[src/rtl/branch_resolve_unit_pkg.sv]
// Shared definitions for the branch resolve unit: BHT counter states,
// default table geometry, BTB entry field widths and the sequential PC step.
// Optional statistics counters are enabled in the top with BRU_STATS_EN.
package branch_resolve_unit_pkg;

    // Default table geometry (16 entries, 32-bit PCs)
    localparam int DEF_IDX_BITS = 4;
    localparam int DEF_PC_WIDTH = 32;

    // BTB entry field widths (the tag width follows from PC and index widths)
    localparam int BTB_VALID_BITS = 1;
    localparam int CTR_BITS       = 2;

    // Fall-through distance for a not-taken control instruction
    localparam int PC_INCR = 4;

    // Two-bit saturating branch history states
    typedef enum logic [CTR_BITS-1:0] {
        STRONG_NT = 2'b00,
        WEAK_NT   = 2'b01,
        WEAK_T    = 2'b10,
        STRONG_T  = 2'b11
    } bht_state_e;

    // Next counter value: step towards the observed direction, saturating at the ends
    function automatic logic [CTR_BITS-1:0] bht_next(input logic [CTR_BITS-1:0] ctr,
                                                     input logic                taken);
        logic [CTR_BITS-1:0] nxt;
        nxt = ctr;
        if (taken) begin
            if (ctr != STRONG_T) nxt = ctr + 2'd1;
        end else begin
            if (ctr != STRONG_NT) nxt = ctr - 2'd1;
        end
        return nxt;
    endfunction

endpackage

[src/rtl/branch_resolve_unit_bht_counter_table.sv]
// Branch history table: 2^IDX_BITS two-bit saturating counters with one
// combinational read port (IF lookup) and one update port (EX resolve).
// A read of the entry being updated in the same cycle returns the old value.
module bht_counter_table
    import branch_resolve_unit_pkg::*;
#(
    parameter int IDX_BITS = DEF_IDX_BITS
) (
    input  logic                clk,
    input  logic                reset,
    input  logic [IDX_BITS-1:0] rd_idx,
    output logic [CTR_BITS-1:0] rd_ctr,
    input  logic                upd_en,
    input  logic [IDX_BITS-1:0] upd_idx,
    input  logic                upd_taken
);

    localparam int ENTRIES = 1 << IDX_BITS;

    logic [ENTRIES-1:0][CTR_BITS-1:0] ctr_all;

    genvar gi;
    generate
        for (gi = 0; gi < ENTRIES; gi++) begin : g_ctr
            logic [CTR_BITS-1:0] ctr_reg;

            // Each counter resets weakly not-taken and steps only when its index resolves
            always_ff @(posedge clk or negedge reset) begin
                if (!reset) begin
                    ctr_reg <= WEAK_NT;
                end else if (upd_en && (upd_idx == IDX_BITS'(gi))) begin
                    ctr_reg <= bht_next(ctr_reg, upd_taken);
                end
            end

            assign ctr_all[gi] = ctr_reg;
        end
    endgenerate

    assign rd_ctr = ctr_all[rd_idx];

endmodule

[src/rtl/branch_resolve_unit.sv]
// EX-stage branch resolve unit. Resolves BEQ/BNE/BLT/BGE/JAL/JALR, compares
// with the prediction carried from IF, issues a registered one-cycle redirect
// on mispredict, and owns the BHT/BTB that IF reads for prediction.
// Optional: define BRU_STATS_EN to add saturating branch/mispredict counters.
module branch_resolve_unit
    import branch_resolve_unit_pkg::*;
#(
    parameter int IDX_BITS = DEF_IDX_BITS,
    parameter int PC_WIDTH = DEF_PC_WIDTH,
    parameter int TAG_BITS = PC_WIDTH - IDX_BITS - 2
) (
    input  logic                clk,
    input  logic                reset,
    input  logic [PC_WIDTH-1:0] if_pc,
    output logic                if_pred_taken,
    output logic [PC_WIDTH-1:0] if_pred_target,
    input  logic                ex_valid,
    input  logic                ex_stall,
    input  logic                ex_is_branch,
    input  logic                ex_is_jal,
    input  logic                ex_is_jalr,
    input  logic [PC_WIDTH-1:0] ex_pc,
    input  logic [PC_WIDTH-1:0] ex_imm,
    input  logic [31:0]         alu_result,
    input  logic                alu_bcond,
    input  logic                ex_pred_taken,
    input  logic [PC_WIDTH-1:0] ex_pred_target,
    output logic                redirect_valid,
    output logic [PC_WIDTH-1:0] redirect_pc
`ifdef BRU_STATS_EN
    ,
    output logic [31:0]         stat_branches,
    output logic [31:0]         stat_mispredicts
`endif
);

    localparam int ENTRIES = 1 << IDX_BITS;

    // Table indexing for the fetch lookup and the resolving instruction
    logic [IDX_BITS-1:0] if_idx;
    logic [TAG_BITS-1:0] if_tag;
    logic [IDX_BITS-1:0] ex_idx;
    logic [TAG_BITS-1:0] ex_tag;

    assign if_idx = if_pc[IDX_BITS+1:2];
    assign if_tag = if_pc[PC_WIDTH-1:IDX_BITS+2];
    assign ex_idx = ex_pc[IDX_BITS+1:2];
    assign ex_tag = ex_pc[PC_WIDTH-1:IDX_BITS+2];

    // Resolve results
    logic                is_ctrl;
    logic                res;
    logic                actual_taken;
    logic [PC_WIDTH-1:0] actual_target;
    logic [PC_WIDTH-1:0] seq_pc;
    logic                mispredict;

    // Decide direction and target; an instruction seen during a redirect is wrong-path
    always_comb begin
        is_ctrl      = ex_is_branch | ex_is_jal | ex_is_jalr;
        res          = ex_valid & ~ex_stall & ~redirect_valid & is_ctrl;
        actual_taken = ex_is_jal | ex_is_jalr | (ex_is_branch & alu_bcond);
        seq_pc       = ex_pc + PC_WIDTH'(PC_INCR);
        if (ex_is_jalr) begin
            actual_target = PC_WIDTH'({alu_result[31:1], 1'b0});
        end else begin
            actual_target = ex_pc + ex_imm;
        end
        mispredict = (actual_taken != ex_pred_taken) ||
                     (actual_taken && (ex_pred_target != actual_target));
    end

    // Branch history counters (updated by conditional branches only)
    logic [CTR_BITS-1:0] if_ctr;

    bht_counter_table #(
        .IDX_BITS (IDX_BITS)
    ) u_bht (
        .clk       (clk),
        .reset     (reset),
        .rd_idx    (if_idx),
        .rd_ctr    (if_ctr),
        .upd_en    (res & ex_is_branch),
        .upd_idx   (ex_idx),
        .upd_taken (actual_taken)
    );

    // Branch target buffer, one register set per entry
    logic [ENTRIES-1:0][BTB_VALID_BITS-1:0] btb_valid_all;
    logic [ENTRIES-1:0][TAG_BITS-1:0]       btb_tag_all;
    logic [ENTRIES-1:0][PC_WIDTH-1:0]       btb_target_all;

    genvar gi;
    generate
        for (gi = 0; gi < ENTRIES; gi++) begin : g_btb
            logic [BTB_VALID_BITS-1:0] valid_reg;
            logic [TAG_BITS-1:0]       tag_reg;
            logic [PC_WIDTH-1:0]       target_reg;

            // Taken control instructions install their target; not-taken leave the entry alone
            always_ff @(posedge clk or negedge reset) begin
                if (!reset) begin
                    valid_reg  <= '0;
                    tag_reg    <= '0;
                    target_reg <= '0;
                end else if (res && actual_taken && (ex_idx == IDX_BITS'(gi))) begin
                    valid_reg  <= 1'b1;
                    tag_reg    <= ex_tag;
                    target_reg <= actual_target;
                end
            end

            assign btb_valid_all[gi]  = valid_reg;
            assign btb_tag_all[gi]    = tag_reg;
            assign btb_target_all[gi] = target_reg;
        end
    endgenerate

    // Fetch prediction: BTB hit and counter in a taken state
    logic btb_hit;

    assign btb_hit        = btb_valid_all[if_idx][0] && (btb_tag_all[if_idx] == if_tag);
    assign if_pred_taken  = btb_hit && if_ctr[1];
    assign if_pred_target = btb_target_all[if_idx];

    // One-cycle redirect pulse; the target is held between pulses
    always_ff @(posedge clk or negedge reset) begin
        if (!reset) begin
            redirect_valid <= 1'b0;
            redirect_pc    <= '0;
        end else begin
            redirect_valid <= res && mispredict;
            if (res && mispredict) begin
                redirect_pc <= actual_taken ? actual_target : seq_pc;
            end
        end
    end

`ifdef BRU_STATS_EN
    logic [31:0] stat_branches_reg;
    logic [31:0] stat_mispredicts_reg;

    // Saturating counts of resolved control instructions and of mispredicts
    always_ff @(posedge clk or negedge reset) begin
        if (!reset) begin
            stat_branches_reg    <= '0;
            stat_mispredicts_reg <= '0;
        end else if (res) begin
            if (stat_branches_reg != 32'hFFFF_FFFF) begin
                stat_branches_reg <= stat_branches_reg + 32'd1;
            end
            if (mispredict && (stat_mispredicts_reg != 32'hFFFF_FFFF)) begin
                stat_mispredicts_reg <= stat_mispredicts_reg + 32'd1;
            end
        end
    end

    assign stat_branches    = stat_branches_reg;
    assign stat_mispredicts = stat_mispredicts_reg;
`endif

    // Bits that carry no information for this unit (byte offset, JALR LSB, counter LSB)
    logic unused_bits;
    assign unused_bits = ^{if_pc[1:0], alu_result[0], if_ctr[0]};

endmodule

[config.mk]
export PLATFORM = sky130hd
export DESIGN_NAME = branch_resolve_unit
export DESIGN_NICKNAME = d
export VERILOG_FILES = /design/src/rtl/branch_resolve_unit_pkg.sv /design/src/rtl/branch_resolve_unit_bht_counter_table.sv /design/src/rtl/branch_resolve_unit.sv
export SDC_FILE = /design/constraint.sdc
export NUM_CORES = 2
export LEC_CHECK = 0
export BUFFER_PORTS_ARGS = -buffer_cell sky130_fd_sc_hd__buf_2
export CAP_MARGIN = 20
export CORE_AREA = 2 2 306 308
export CTS_CLUSTER_DIAMETER = 50
export CTS_CLUSTER_SIZE = 25
export DETAILED_ROUTE_END_ITERATION = 16
export DIE_AREA = 0 0 308 310
export GPL_TIMING_DRIVEN = 0
export PLACE_DENSITY = 0.72
export SLEW_MARGIN = 20
export SYNTH_ARGS = -nofsm -noshare
export SYNTH_HDL_FRONTEND = slang
export SYNTH_SLANG_ARGS = --single-unit
[constraint.sdc]
create_clock -name clk -period 5.8 [get_ports clk]
set_input_delay 0 -clock clk [delete_from_list [all_inputs] [get_ports clk]]
set_output_delay 0 -clock clk [all_outputs]
set_load 0.05 [all_outputs]
# Yosys cells after proc, flatten, opt, wreduce, memory -nomap -nowiden
# Index checks and enable logic that the tools add are counted.
# op_classes
add_sub_neg,34
magnitude_cmp,1
n_eq_ne,50
n_mux,58
n_bitwise,11
n_reduce_logical,87
# op_table
operator,n
32-bit binary-select mux with 4-bit select,1
26-bit binary-select mux with 4-bit select,1
2-bit 2-to-1 mux,49
32-bit 2-to-1 mux,3
2-bit nonzero test,32
3-bit AND reduction,16
1-bit logical AND,37
2-bit by 1-bit adder with 2-bit output (second input constant),16
32-bit by 3-bit adder with 32-bit output (second input constant),1
32-bit adder,1
4-bit equality test (second input constant),8
2-bit by 1-bit inequality test with 1-bit output (second input constant),16
2-bit inequality test (second input constant),16
32-bit inequality test,1
2-bit by 1-bit subtractor with 2-bit output (second input constant),16
26-bit equality test,1
26-bit 2-to-1 mux,1
4-bit by 3-bit equality test with 1-bit output (second input constant),4
2-bit binary-select mux with 4-bit select,1
4-bit by 2-bit equality test with 1-bit output (second input constant),2
1-bit bitwise AND,5
4-bit by 5-bit < comparator with 1-bit output (second input constant),1
1-bit binary-select mux with 4-bit select,1
4-bit by 1-bit equality test with 1-bit output (second input constant),1
other kinds (6),10
# word_totals
register_bits,1009
output_inout_bits,66
elab_cells,307

# Longest topological paths before layout
# logic_depth
ltp_word,7
ltp_mapped,15

# Cells and area by module
# From an unflattened synthesis, not the netlist that was laid out.
# unflattened
hier_cells,3962
area_unflattened_um2,48559.1
# modules_own_cells
mod,n_inst,cells_per_inst,area_per_inst_um2,seq_area_each_um2
branch_resolve_unit,1,3737,46449.5,24448.4
bht_counter_table,1,225,2109.5,820.8

# Least setup slack after synthesis
# OpenSTA, ideal clock, no wires.
# synth_path
kind,input to output
start,in if_pc[2]
end,out if_pred_taken
arrival_time_ns,4.106
required_ns,5.800
setup_slack_ns,1.694
stages,8
cell_sequence,clkbuf_1 -> buf_1 -> buf_1 -> mux4_2 -> mux4_2 -> xnor2_1 -> nand4_1 -> nor4_1
# synth_via
elab_chain_len,5
# synth_rtl
item,line_no,source
start: declaration,branch_resolve_unit.sv:14,"input logic [PC_WIDTH-1:0] if_pc,"
26-bit binary-select mux with 4-bit select,branch_resolve_unit.sv:122,assign btb_hit = btb_valid_all[if_idx][0] && (btb_tag_all[if_idx] == if_tag);
26-bit 2-to-1 mux (not written as such),branch_resolve_unit.sv:122,
26-bit equality test,branch_resolve_unit.sv:122,
1-bit logical AND,branch_resolve_unit.sv:122,
1-bit logical AND (*),branch_resolve_unit.sv:123,assign if_pred_taken = btb_hit && if_ctr[1];
end: declaration,branch_resolve_unit.sv:15,"output logic if_pred_taken,"
# Mark *: on every way between the ends. The rest lies on a longest branch, timed or not. The select of a mux whose other input is x is not followed.

# Worst setup path in the final report
# layout_path
start,in ex_pc[13]
end,reg redirect_pc[0]
# layout_via
elab_chain_len,6
# layout_rtl
item,line_no,source
start: declaration,branch_resolve_unit.sv:22,"input logic [PC_WIDTH-1:0] ex_pc,"
32-bit adder,branch_resolve_unit.sv:67,actual_target = ex_pc + ex_imm;
32-bit 2-to-1 mux,branch_resolve_unit.sv:64,if (ex_is_jalr) begin
32-bit inequality test,branch_resolve_unit.sv:70,(actual_taken && (ex_pred_target != actual_target));
1-bit logical AND,branch_resolve_unit.sv:70,
1-bit logical OR,branch_resolve_unit.sv:69,mispredict = (actual_taken != ex_pred_taken) ||
1-bit logical AND,branch_resolve_unit.sv:133,if (res && mispredict) begin
end signal: assignment,branch_resolve_unit.sv:134,redirect_pc <= actual_taken ? actual_target : seq_pc;
end: declaration,branch_resolve_unit.sv:29,output logic [PC_WIDTH-1:0] redirect_pc
# Every way passes these cells.
# A chain may end at the register's enable or synchronous reset.

==> metrics.md <==
| Metric | Value |
|---|---|
| Inst Count DP | `6133` |
| Unique masters post-synth | `83` |
| WL/cell | `27.4 um` |
| Setup violations, final | `0` |
| DRC | `0` |
| Gpl congestion | `0.985` |
| Area grow syn2layout | `14.9%` |
| DR vias/cell | `6.37` |
| Sequential area share after synthesis | `0.521` |
| Tmin final | `5350 ps` |
| Crit path launch | `ex_pc[13]` |
| Die footprint | `95500 um^2` |
| F_max | `0.187 GHz` |
| Synth async-reset ratio | `1.00` |
| Slew Viols, Final | `0` |
| Clk buf depth | `3` |
| Site Rows | `112` |
| Power, Total | `20.3 mW` |
| Final antenna-violating net count | `0` |
| I/O Buffers | `225` |
| Comb pwr share | `0.200` |
| Clk_lat worst skew | `730 ps` |
| Post-CTS Hold Buffers | `60` |
| RSZ-0062 raised after global routing | `false` |
| Die W | `308 um` |
| Fin area | `55800 um^2` |
| Flop-to-flop setup slack | `1780 ps` |
| DRT iter0 DRCs | `5091` |
| Final period util | `0.922` |
| Cells on worst reg2reg path | `8` |
| Final WL | `175 mm` |
| Via count | `40731` |
| Clock share of power | `0.351` |
| Setup Buffers After CTS | `0` |
| Hold WS | `8.88 ps` |
| Core ar. | `92500 um^2` |
| Largest net degree at the start of global routing | `134` |
| Post-DP HPWL | `120 mm` |
| Setup_tns | `0 ps` |
| Cell accounting for the most synthesized area | `dfrtp_1` |
| CTS tree | `built` |
| Syn avg cell area | `10.3 um^2` |
| Post-CTS Resized | `0` |
| Grt ovf | `0` |
| Sw Ratio | `0.321` |
| DP Area | `51500 um^2` |
| Fraction of post-synthesis cell area in the top cell type by area | `0.512` |
| Top Ports | `235` |
| Hold Fails Final Rpt | `0` |
| Post-synth EDFFs | `0` |
| CP Class | `primary input to flip-flop` |
| Clk sink count | `1009` |
| Synth Net Count | `4906` |
| Synth area leaders | `dfrtp_1 (51%), mux4_2 (14%), nand2_1 (12%), o21ai_0 (6.3%), clkbuf_1 (2.6%)` |
| First-pass DRT Iterations | `6` |
| PD cells | `364 nW/um^2` |
| Hold Path Origin | `ex_pc[22]` |
| Min-Delay Path Class | `primary input to flip-flop` |
| Number of flip-flops in the largest register | `512` |
| Leakage | `25.7 nW` |
| CTS clk-pin slew, worst paths | `80 ps` |
| Top-count cell post-synth | `nand2_1` |
| Ys flop type | `dfrtp_1` |
| Die extent in y | `310 um` |
| Max-Cap Viols | `0` |
| Internal | `13.8 mW` |
| Worst EP arrival | `5950 ps` |
| Global-route wire length before repair | `259 mm` |
| H-tree depth | `3` |
| Mapped Area | `48500 um^2` |
| Mapped Cells | `4701` |
| Crit path capture type | `flip-flop` |
| Status | `finished clean` |
| R2R Path End | `g_btb[14].tag_reg[10]` |
| Sink of the worst hold path | `redirect_pc[24]` |
| Nets | `5307` |
| Vias in the first global route | `40497` |
| Slew HR | `0.162` |
| Reg2reg start | `redirect_valid` |
| Inserted Clock Buffers | `101` |
| WHS Path Cells | `6` |
| Root Driver | `clkbuf_16` |
| Non-Filler Instances | `6391` |
| Slew @ Worst Pin | `1260 ps` |
| Total GRT Usage | `0.370` |
| Crit path max fanout | `9` |
| Initial Util | `0.525` |
| NetSw | `6.52 mW` |
| Register bit total from synthesis | `1009` |
| Sequential share of power | `0.449` |
| Clock skew | `37.1 ps` |
| Synth cell count leaders | `nand2_1 (1548), dfrtp_1 (993), o21ai_0 (615), clkbuf_1 (340), mux4_2 (291)` |
| Max VDD drop | `292 uV` |
| WP data required | `6400 ps` |
| Initial antenna violation count | `7` |
| Crit path launch type | `primary input` |
| Yosys warns | `0` |
| Share of cells above drive strength 1 | `0.177` |
-- routing by layer --
layer | up-vias | share of wire | wire (um) | global-route usage
met5 | - | 0.00033 | 57 | 0
met4 | 4 | 0.069 | 12000 | 0.226
met3 | 644 | 0.11 | 19000 | 0.0954
met2 | 2592 | 0.46 | 80400 | 0.572
met1 | 20517 | 0.36 | 63400 | 0.473
li1 | 16974 | - | - | -
-- power by group through the flow --
| stage | registers (mW) | clock network (mW) | logic (mW) |
|---|---|---|---|
| after floorplan | 9.16 | 0 | 2.52 |
| after global placement | 9.15 | 0 | 3.80 |
| after detailed placement | 9.19 | 0 | 3.95 |
| after CTS | 9.07 | 7.10 | 4.01 |
| after global routing | 9.23 | 7.38 | 4.40 |
| final | 9.11 | 7.11 | 4.06 |
-- worst max-delay path by stage --
stage	to	slack (ps)	depth (start not counted)
after floorplan	if_pred_taken	1690	8
after global placement	g_btb[11].tag_reg[19]	-17060	1
after detailed placement	if_pred_taken	870	12
after CTS	redirect_pc[0]	710	16
after global routing	redirect_pc[0]	420	16
final	redirect_pc[0]	450	16
-- stage by stage --
stage / util / setup slack [ps]
global placement: 0.553 / -17060
floorplan: - / 1690
global route: 0.603 / 419
finish: 0.603 / 453
detailed placement: 0.557 / 869
CTS: 0.602 / 708
-- cell usage in the layout, fill, tap and decap left out, drive strengths merged, types with 12 or more instances in the layout --
cell / n
buf: 303
a31oi: 13
dfstp: 16
nor4: 13
o211ai: 15
xor2: 39
nand2b: 27
clkbuf: 453
mux2i: 12
nor2: 95
xnor2: 56
o21ai: 623
inv: 54
ha: 35
and2: 20
dlygate4sd3: 59
mux2: 133
clkinv: 28
and3: 15
nor3: 18
nand4: 28
a21oi: 89
or3: 16
nand3: 58
nand2: 1548
dfrtp: 993
clkinvlp: 14
mux4: 291
-- cell families after synthesis --
family,after synthesis,share of synthesized area
simple gates,1870,0.156
flops,1009,0.521
xor+xnor,95,0.0171
buf+inv,429,0.0342
fa+ha+maj,36,0.00944
mux,436,0.168
compound gates,826,0.0942
-- critical path: stages --
cell and delay, ps:
dlygate4sd3_1 530, buf_2 160, ha_1 300, clkbuf_2 180, a21oi_1 340, o211ai_1 150, a21boi_0 660, a31oi_1 380
a21oi_1 290, xnor2_1 150, mux2i_2 980, xnor2_1 220, nor4_2 90, a21oi_2 550, mux2_2 410, dlygate4sd3_1 550
-- layout make-up --
cell class,instances,area (um^2)
Antenna cell,3,7.51
Tap cell,1197,1500
Sequential cell,1009,25300
Inverter,20,75.1
Buffer,409,1620
Clock buffer,108,2580
Clock inverter,84,1030
Multi-Input combinational cell,3263,21600
Fill cell,7566,36700
Timing Repair Buffer,298,2040
Power figures use the tool's default switching activity.
